`src/rtl/sram_1p_ctrl.sv`:
```
// sram_1p_ctrl: valid/ready front end for a 1-port SRAM macro with active-low
// strobes. Sweeps INIT_VAL into the array after reset. Hides the macro's
// one-cycle read latency behind a 2-entry response FIFO whose occupancy plus
// the in-flight read is capped at two, so read data is never dropped.
module sram_1p_ctrl #(
  parameter int                DATA_W   = 144,
  parameter int                DEPTH    = 8,
  parameter int                ADDR_W   = 3,
  parameter bit                INIT_EN  = 1'b1,
  parameter logic [DATA_W-1:0] INIT_VAL = '0
) (
  input  logic              CLK,
  input  logic              RSTB,
  input  logic              req_valid,
  output logic              req_ready,
  input  logic              req_write,
  input  logic [ADDR_W-1:0] req_addr,
  input  logic [DATA_W-1:0] req_wdata,
  output logic              resp_valid,
  input  logic              resp_ready,
  output logic [DATA_W-1:0] resp_rdata,
  output logic              init_done,
  output logic              sram_CEB,
  output logic              sram_WEB,
  output logic [ADDR_W-1:0] sram_A,
  output logic [DATA_W-1:0] sram_D,
  input  logic [DATA_W-1:0] sram_Q
);

  typedef enum logic {ST_INIT, ST_RUN} state_t;

  state_t            state_reg;
  logic [ADDR_W-1:0] init_cnt_reg;
  logic              inflight_reg;   // a read was issued last cycle; Q is valid now
  logic [DATA_W-1:0] fifo_mem [2];
  logic              wr_ptr_reg;
  logic              rd_ptr_reg;
  logic [1:0]        count_reg;
  logic [ADDR_W-1:0] a_hold_reg;     // last address driven, kept while idle
  logic [DATA_W-1:0] d_hold_reg;     // last write data driven, kept while idle

  logic       in_run;
  logic       resp_pop;
  logic       read_ok;
  logic       access;
  logic [1:0] credit;

  assign in_run     = (state_reg == ST_RUN);
  assign init_done  = in_run;
  assign resp_valid = (count_reg != 2'd0);
  assign resp_rdata = fifo_mem[rd_ptr_reg];

  // Handshake: reads need a free slot (FIFO + in-flight), or a slot freed by a pop this cycle
  always_comb begin
    resp_pop  = resp_valid && resp_ready;
    credit    = count_reg + {1'b0, inflight_reg};
    read_ok   = (credit < 2'd2) || ((credit == 2'd2) && resp_pop);
    req_ready = RSTB && in_run && (req_write || read_ok);
    access    = req_valid && req_ready;
  end

  // Macro strobes: sweep during INIT, pass accepted requests through in RUN, park otherwise
  always_comb begin
    sram_CEB = 1'b1;
    sram_WEB = 1'b1;
    sram_A   = a_hold_reg;
    sram_D   = d_hold_reg;
    if (RSTB) begin
      if (!in_run) begin
        sram_CEB = 1'b0;
        sram_WEB = 1'b0;
        sram_A   = init_cnt_reg;
        sram_D   = INIT_VAL;
      end else if (access) begin
        sram_CEB = 1'b0;
        sram_WEB = !req_write;
        sram_A   = req_addr;
        sram_D   = req_wdata;
      end
    end
  end

  // Control FSM: INIT walks init_cnt over every word, then RUN forever
  always_ff @(posedge CLK or negedge RSTB) begin
    if (!RSTB) begin
      state_reg    <= INIT_EN ? ST_INIT : ST_RUN;
      init_cnt_reg <= '0;
    end else if (state_reg == ST_INIT) begin
      init_cnt_reg <= init_cnt_reg + 1'b1;
      if (init_cnt_reg == ADDR_W'(DEPTH - 1)) begin
        state_reg <= ST_RUN;
      end
    end
  end

  // Read pipeline: mark the in-flight read, capture Q only on the cycle after it, pop on handshake
  always_ff @(posedge CLK or negedge RSTB) begin
    if (!RSTB) begin
      inflight_reg <= 1'b0;
      wr_ptr_reg   <= 1'b0;
      rd_ptr_reg   <= 1'b0;
      count_reg    <= 2'd0;
      for (int i = 0; i < 2; i++) begin
        fifo_mem[i] <= '0;
      end
    end else begin
      inflight_reg <= access && !req_write;
      if (inflight_reg) begin
        fifo_mem[wr_ptr_reg] <= sram_Q;
        wr_ptr_reg           <= !wr_ptr_reg;
      end
      if (resp_pop) begin
        rd_ptr_reg <= !rd_ptr_reg;
      end
      count_reg <= count_reg + {1'b0, inflight_reg} - {1'b0, resp_pop};
    end
  end

  // Remember the last driven A/D so idle cycles do not toggle the macro pins
  always_ff @(posedge CLK or negedge RSTB) begin
    if (!RSTB) begin
      a_hold_reg <= '0;
      d_hold_reg <= '0;
    end else if (!in_run) begin
      a_hold_reg <= init_cnt_reg;
      d_hold_reg <= INIT_VAL;
    end else if (access) begin
      a_hold_reg <= req_addr;
      d_hold_reg <= req_wdata;
    end
  end

endmodule

```
`config.mk`:
```
export PLATFORM = sky130hd
export DESIGN_NAME = sram_1p_ctrl
export DESIGN_NICKNAME = d
export VERILOG_FILES = /design/src/rtl/sram_1p_ctrl.sv
export SDC_FILE = /design/constraint.sdc
export NUM_CORES = 1
export LEC_CHECK = 0
export CORE_AREA = 8 8 226 228
export CTS_CLUSTER_DIAMETER = 40
export DETAILED_ROUTE_END_ITERATION = 6
export DIE_AREA = 0 0 234 236
export GPL_TIMING_DRIVEN = 1
export PLACE_DENSITY = 0.79
export SLEW_MARGIN = 20
export SYNTH_ARGS = -nofsm -noshare
export SYNTH_HDL_FRONTEND = slang
export SYNTH_SLANG_ARGS = --single-unit
```
`constraint.sdc`:
```
create_clock -name CLK -period 4.45 [get_ports CLK]
set_input_delay 1.335 -clock CLK [delete_from_list [all_inputs] [get_ports CLK]]
set_output_delay 1.335 -clock CLK [all_outputs]
set_load 0.01 [all_outputs]
```
==> out/qor.txt, run 1 <==
combinational fraction of design power = 0.424
top achievable clock speed = 222.6 MHz
sequential-to-total area share from yosys stat = 0.5555
TritonCTS clock tree = yes
fraction of layout instances using a drive strength above 1 = 0.3714
setup slack, reg-to-reg = 1070 ps
post-route insts no fill = 2795
first drt pass iteration count = 4
routed length per instance = 23.64 um
end point of the worst hold path = fifo_mem[78]$_DFFE_PN0P_
Rel. slew slack = 0.3016
net count after synthesis = 1792
port buffer count = 591
ys async rst share = 1.000
skew final = 20.62 ps
Synth cell types = 29
RR Endpoint = d_hold_reg[56]$_DFF_PN0_
Root Driver = sky130_fd_sc_hd__clkbuf_16
# Max-Cap Violations = 0
cell repeated most along the worst path = sky130_fd_sc_hd__buf_4
detailed-route via count = 15480
leakage power of the design = 0.01269 uW
Final Hold Vio Count = 0
first-pass GRT wire length = 99.28 mm
share of the clock period used by the worst path after layout = 1.010
DRC violation count after routing = 0
post-layout power = 20370 uW
number of DRC markers after the initial detailed-route iteration = 797
area share of the leading cell type in the synthesized netlist = 0.5555
R2R depth = 8
clock power share = 0.239
insertion delay of the later-clocked pin in the worst-skew pair = 620 ps
Max Transition Viols Final = 0
IR Drop Worst-Case VDD = 0.3637 mV
Yosys reg bits = 444
via count of the first global-routing pass = 16710
via density per instance = 5.537
Layout Area Growth over Synthesis = 44.12%
Top-Level Pins = 592
top area cells in the synthesized netlist = sky130_fd_sc_hd__dfrtp_1 (56%), sky130_fd_sc_hd__mux2_2 (24%), sky130_fd_sc_hd__a22o_1 (6.3%), sky130_fd_sc_hd__o2bb2ai_1 (6.3%), sky130_fd_sc_hd__nand2_1 (2.8%)
final design area excluding fillers = 0.02883 mm^2
Clock Pin Slew Worst Setup and Hold Paths = 50 ps
setup violators final = 24
depth of the worst hold-timing path = 1
maximum fanout along the worst path = 20
total net switching power = 6559 uW
minimum clock period = 4493 ps
path type of the worst min-delay path = flip-flop to flip-flop
class of the most critical setup path = input pin to output pin
Pwr Density = 706.6 mW/mm^2
most common cell in the synthesized netlist = sky130_fd_sc_hd__dfrtp_1
Mapped Area = 0.02000 mm^2
max FFs per register = 288
cell with the largest stage delay on the worst path = sky130_fd_sc_hd__o41a_4
# H-tree levels = 2
switching share of power = 0.3220
Total Nets Final = 2420
core region area = 0.04735 mm^2
status = finished, violations left
half-perimeter wire length after detailed placement = 45.99 mm
RSZ-0062 raised after global routing = true
Die H = 236 um
count of hold-fix buffers inserted at cts = 0
worst path setup slack after routing = -42.74 ps
sequential cell fraction of total power = 0.337
cell types with the highest counts after synthesis = sky130_fd_sc_hd__dfrtp_1 (444), sky130_fd_sc_hd__mux2_2 (434), sky130_fd_sc_hd__nand2_1 (148), sky130_fd_sc_hd__a22o_1 (144), sky130_fd_sc_hd__o2bb2ai_1 (144)
width of the die = 234 um
synthesized area per cell = 13.41 um^2
Crit path required time = 3120 ps
post-detailed-routing wire length = 66.06 mm
post-layout utilization of the core = 0.6089
element type at the critical path end = output pin
number of core rows = 80
arrival time of the worst setup path = 3160 ps
total placed cells including tap cells = 2649
CTS sink count = 444
largest net degree at the start of global routing = 142
Post-DP Area = 0.02692 mm^2
start of the worst register-to-register path = inflight_reg$_DFF_PN0_
effective utilization at floorplan = 0.4225
Mapped Cells = 1492
slew at the pin closest to its max-slew limit = 1048 ps
slowest stage delay, CP = 540 ps
Final GP Congestion = 0.8657
violations in the final reports = setup timing
number of buffers between clock root and the deepest sink = 3
number of antenna violations at the first check in global routing = 15
total CTS buffers = 61
Warnings, synthesis = 0
pre-CTS setup slack = -812.0 ps
internal power consumption = 13810 uW
total track usage = 0.2283
GRT overflow = 0
startpoint class of the critical path = input pin
DIE AREA = 0.05522 mm^2
remaining antenna violation count after routing = 0
count of flip-flops with a built-in enable after synthesis = 0
min-delay src = fifo_mem[78]$_DFFE_PN0P_
prevailing post-synth register cell = sky130_fd_sc_hd__dfrtp_1
critical path cell sequence = clkbuf_2, nor2b_4, buf_4, buf_4, nor2_1, o41a_4, buf_6, bufbuf_16, a22o_1, buf_2
biggest area consumer among synthesized cells = sky130_fd_sc_hd__dfrtp_1
placed cells by master (no fill, tap or decap), types with 3 or more instances in the layout:
| master | n |
|---|---|
| sky130_fd_sc_hd__clkinvlp_4 | 6 |
| sky130_fd_sc_hd__diode_2 | 10 |
| sky130_fd_sc_hd__buf_12 | 11 |
| sky130_fd_sc_hd__nor2_1 | 6 |
| sky130_fd_sc_hd__clkbuf_2 | 35 |
| sky130_fd_sc_hd__a22oi_1 | 3 |
| sky130_fd_sc_hd__inv_1 | 5 |
| sky130_fd_sc_hd__clkinv_2 | 10 |
| sky130_fd_sc_hd__clkbuf_1 | 6 |
| sky130_fd_sc_hd__ha_1 | 3 |
| sky130_fd_sc_hd__bufinv_16 | 6 |
| sky130_fd_sc_hd__buf_4 | 74 |
| sky130_fd_sc_hd__clkinv_4 | 8 |
| sky130_fd_sc_hd__clkbuf_16 | 68 |
| sky130_fd_sc_hd__clkinv_8 | 3 |
| sky130_fd_sc_hd__a31oi_1 | 3 |
| sky130_fd_sc_hd__mux2_2 | 434 |
| sky130_fd_sc_hd__o21ai_0 | 3 |
| sky130_fd_sc_hd__nand3_1 | 3 |
| sky130_fd_sc_hd__inv_8 | 3 |
| sky130_fd_sc_hd__o221ai_1 | 3 |
| sky130_fd_sc_hd__nand2_1 | 147 |
| sky130_fd_sc_hd__dfrtp_1 | 442 |
| sky130_fd_sc_hd__buf_2 | 104 |
| sky130_fd_sc_hd__o2bb2ai_1 | 144 |
| sky130_fd_sc_hd__clkdlybuf4s50_1 | 439 |
| sky130_fd_sc_hd__a22o_1 | 144 |
| sky130_fd_sc_hd__inv_6 | 9 |
| sky130_fd_sc_hd__buf_6 | 7 |
| sky130_fd_sc_hd__dlygate4sd2_1 | 5 |
| sky130_fd_sc_hd__buf_16 | 7 |
timing repair:
item,CTS,global route
gates cloned,6,8
buffers inserted,4,6
pin swaps,4,9
endpoints found under the hold margin,0,0
setup endpoints to repair,149,89
gates resized for setup,476,101
worst max path at each step:
stage	start	end	slack, ps	depth (start not counted)
2_1_floorplan	RSTB	sram_D[117]	430	6
3_5_place_dp	resp_ready	sram_D[104]	-810	7
4_1_cts	req_write	sram_D[62]	-150	8
5_1_grt	resp_ready	sram_D[114]	-100	11
3_3_place_gp	resp_ready	sram_D[126]	-750	7
6_report	resp_ready	sram_D[106]	-40	10
logic make-up (layout without fill, tap and decap cells):
kind of cell | count (synthesis) | after routing | share of synthesized area
flops | 444 | 444 | 0.5555
mux | 434 | 434 | 0.2443
compound gates | 304 | 304 | 0.1329
simple gates | 167 | 167 | 0.03353
buf+inv | 134 | 812 | 0.02871
xor+xnor | 5 | 5 | 0.002565
fa+ha+maj | 4 | 4 | 0.002502
other cells | 0 | 10 | 0
worst max-delay path: cells and delay by family:
family	cells	cell delay [ps]
compound gates	2	720
simple gates	2	180
buf+inv	6	920
cell type report:
cell class	instances	area [um^2]
diodes	10	25.02
clock buffers	68	1563
clock inverters	45	506.7
fillers	3643	18520
inverters	6	22.52
multi-input cells	914	8377
flip-flops and latches	444	11120
well taps	615	769.5
repair buffers	693	6447
power by group through the flow:
stage	sequential, uW	combinational [uW]	clock [uW]
2_1_floorplan	6450	4640	0
3_3_place_gp	6750	8720	0
3_5_place_dp	6880	8890	0
4_1_cts	6850	8690	4970
5_1_grt	7080	9160	5160
6_report	6860	8640	4880
routing by layer:
metal / vias up / part of all wire / routed length (um) / global-route usage
met4: 14 / 0.051 / 3394 / 0.1204
met5: - / 0.0013 / 84 / 0
met2: 683 / 0.49 / 32160 / 0.3782
met3: 188 / 0.094 / 6188 / 0.08018
li1: 6837 / - / - / -
met1: 7753 / 0.37 / 24240 / 0.2557
per-stage QoR:
step                hold slack [ps]  setup TNS [ps]
floorplan                     463.3               0
global placement              480.8         -104410
detailed placement            486.6         -110070
CTS                           497.2           -5899
global route                  502.0           -2108
finish                        497.4          -630.7
Note: power is estimated with default switching activity, not from simulation.
==> inputs of run 2 (changes only) <==
--- a/config.mk
+++ b/config.mk
@@ -5,12 +5,14 @@
 export SDC_FILE = /design/constraint.sdc
 export NUM_CORES = 1
 export LEC_CHECK = 0
-export CORE_AREA = 8 8 226 228
+export CELL_PAD_IN_SITES_DETAIL_PLACEMENT = 1
+export CELL_PAD_IN_SITES_GLOBAL_PLACEMENT = 1
+export CORE_MARGIN = 8
+export CORE_UTILIZATION = 38
 export CTS_CLUSTER_DIAMETER = 40
 export DETAILED_ROUTE_END_ITERATION = 6
-export DIE_AREA = 0 0 234 236
 export GPL_TIMING_DRIVEN = 1
-export PLACE_DENSITY = 0.79
+export PLACE_DENSITY = 0.87
 export SLEW_MARGIN = 20
 export SYNTH_ARGS = -nofsm -noshare
 export SYNTH_HDL_FRONTEND = slang
==> run 2 against run 1 <==
The flow now finishes without violations. Global-route usage increased by 3.2 points. Clock skew is 2.5 ps higher. Via count increased by 4.6%. Utilization is 3.8 points lower. Final cell count increased by 3.5%. Worst setup slack gained 54 ps. Power is 9.6% higher. Register-to-register slack got worse by 140 ps. Critical path depth shrank 3. Non-clock buffer count is 12 lower. Maximum frequency is 1.2% higher. Sequential power grew 2%. Largest cell class unchanged.
==> out/qor.txt, run 2 (synthesis results as in run 1) <==
leakage power of the design = 0.01296 uW
Die H = 245.4 um
arrival time of the worst setup path = 3100 ps
via density per instance = 5.595
max FFs per register = 288
detailed-route via count = 16190
# H-tree levels = 3
setup slack, reg-to-reg = 930 ps
# Max-Cap Violations = 0
maximum fanout along the worst path = 14
Final GP Congestion = 0.8388
Final Hold Vio Count = 0
first-pass GRT wire length = 120.9 mm
slowest stage delay, CP = 550 ps
start of the worst register-to-register path = inflight_reg$_DFF_PN0_
slew at the pin closest to its max-slew limit = 1094 ps
fillcell total = 5122
RSZ-0062 raised after global routing = true
width of the die = 245.4 um
fraction of layout instances using a drive strength above 1 = 0.3625
depth of the worst hold-timing path = 1
insertion delay of the later-clocked pin in the worst-skew pair = 600 ps
Setup Total Neg Slack = 0 ps
effective utilization at floorplan = 0.3822
Pwr Density = 746.6 mW/mm^2
DIE AREA = 0.06024 mm^2
via count of the first global-routing pass = 18740
Root Driver = sky130_fd_sc_hd__clkbuf_16
Clock Pin Slew Worst Setup and Hold Paths = 50 ps
share of the clock period used by the worst path after layout = 0.9975
CTS sink count = 444
skew final = 23.13 ps
setup violators final = 0
worst path setup slack after routing = 11.15 ps
number of buffers between clock root and the deepest sink = 3
top library cells by usage in the layout, fill and taps aside = sky130_fd_sc_hd__dfrtp_1 (442), sky130_fd_sc_hd__clkdlybuf4s50_1 (439), sky130_fd_sc_hd__mux2_2 (434)
routed length per instance = 28.63 um
min-delay src = fifo_mem[137]$_DFFE_PN0P_
top achievable clock speed = 225.3 MHz
Rel. slew slack = 0.2708
number of DRC markers after the initial detailed-route iteration = 777
total CTS buffers = 76
cell with the largest stage delay on the worst path = sky130_fd_sc_hd__o41a_4
port buffer count = 591
Top-Level Pins = 592
total track usage = 0.2601
element type at the critical path end = output pin
core region area = 0.05234 mm^2
cell family contributing the most delay on the critical path = buffers and inverters
TritonCTS clock tree = yes
remaining antenna violation count after routing = 0
Crit path required time = 3120 ps
critical path cell sequence = dlygate4sd2_1, inv_2, o41a_4, buf_12, bufbuf_16, a22o_1, clkdlybuf4s15_1
status = completed
post-detailed-routing wire length = 82.82 mm
startpoint class of the critical path = input pin
minimum clock period = 4439 ps
class of the most critical setup path = input pin to output pin
DRC violation count after routing = 0
total buffers and inverters traversed by the critical path = 5
IR Drop Worst-Case VDD = 0.3182 mV
Max Transition Viols Final = 0
leading cell type in the layout, fill and taps excluded = sky130_fd_sc_hd__dfrtp_1
end point of the worst hold path = fifo_mem[137]$_DFFE_PN0P_
pre-CTS setup slack = -868.6 ps
number of core rows = 84
R2R depth = 8
Total Nets Final = 2423
path type of the worst min-delay path = flip-flop to flip-flop
largest net degree at the start of global routing = 198
half-perimeter wire length after detailed placement = 50.33 mm
RR Endpoint = d_hold_reg[39]$_DFF_PN0_
number of antenna violations at the first check in global routing = 22
Layout Area Growth over Synthesis = 49.43%
GRT overflow = 0
first drt pass iteration count = 5
## run 2: cell count changes in the layout (fill, tap and decap cells not counted), moves of 4 or more
cell	change
sky130_fd_sc_hd__inv_6	+4
sky130_fd_sc_hd__clkdlybuf4s15_2	+25
sky130_fd_sc_hd__buf_12	+4
sky130_fd_sc_hd__clkbuf_16	+14
sky130_fd_sc_hd__diode_2	+10
sky130_fd_sc_hd__buf_4	-18
sky130_fd_sc_hd__clkbuf_8	+7
sky130_fd_sc_hd__buf_2	-39
sky130_fd_sc_hd__clkbuf_2	-23
sky130_fd_sc_hd__buf_6	+6
sky130_fd_sc_hd__clkdlybuf4s15_1	+29
## run 2: metrics by stage
step | utilization | area, um^2 | total power, uW | hold WS [ps] | cells
after CTS | 0.5644 | 29540 | 22240 | 502.7 | 2860
final | 0.5711 | 29890 | 22320 | 499.7 | 2893
after detailed placement | 0.5134 | 26870 | 16000 | 487.0 | 2704
after global routing | 0.5710 | 29880 | 23270 | 519.4 | 2890
after global placement | 0.5134 | 26870 | 15490 | 480.3 | 2704
after floorplan | - | 20000 | 11080 | 463.3 | 1492
## run 2: how the worst max path moves through the flow
stage                                      start     endpoint  slack, ps  depth (start not counted)
final                                  req_valid   sram_D[14]         10                          7
after global routing      inflight_reg$_DFF_PN0_   sram_D[14]        -40                          8
after CTS                              req_write  sram_D[114]       -120                          8
after detailed placement              resp_ready    sram_D[7]       -870                          8
after global placement                resp_ready    sram_D[7]       -910                          8
after floorplan                             RSTB  sram_D[117]        430                          6
## run 2: cell type report
class	instances	area, um^2	area share
diodes	20	50.05	0.001674
repair buffers	681	6828	0.2284
flip-flops and latches	444	11120	0.3720
inverters	6	22.52	0.0007535
clock buffers	91	2059	0.06890
multi-input cells	914	8402	0.2811
well taps	688	860.8	0.02880
clock inverters	49	550.5	0.01842
## run 2: timing repair
| item | in CTS | in global routing |
|---|---|---|
| endpoints found under the hold margin | 0 | 0 |
| hold buffers | 0 | 0 |
| gates cloned | 9 | 6 |
| gates resized for setup | 449 | 85 |
| pin swaps | 18 | 13 |
| setup buffers | 7 | 5 |
| endpoints found under the setup margin | 149 | 111 |
## run 2: per-layer routing
layer  up-vias  track usage  wire, um
met3       243      0.08623      6906
met1      8360       0.2803     29550
met4         6       0.1648      5438
met5         -            0        37
li1       6841            -         -
met2       735       0.4379     40880
## run 2: power breakdown
| part | switching [uW] | internal [uW] | total, uW | leakage (uW) |
|---|---|---|---|---|
| combinational | 4110 | 5200 | 9310 | 0.00635 |
| sequential | 1160 | 5830 | 6990 | 0.00535 |
| clock | 2290 | 3730 | 6020 | 0.00126 |
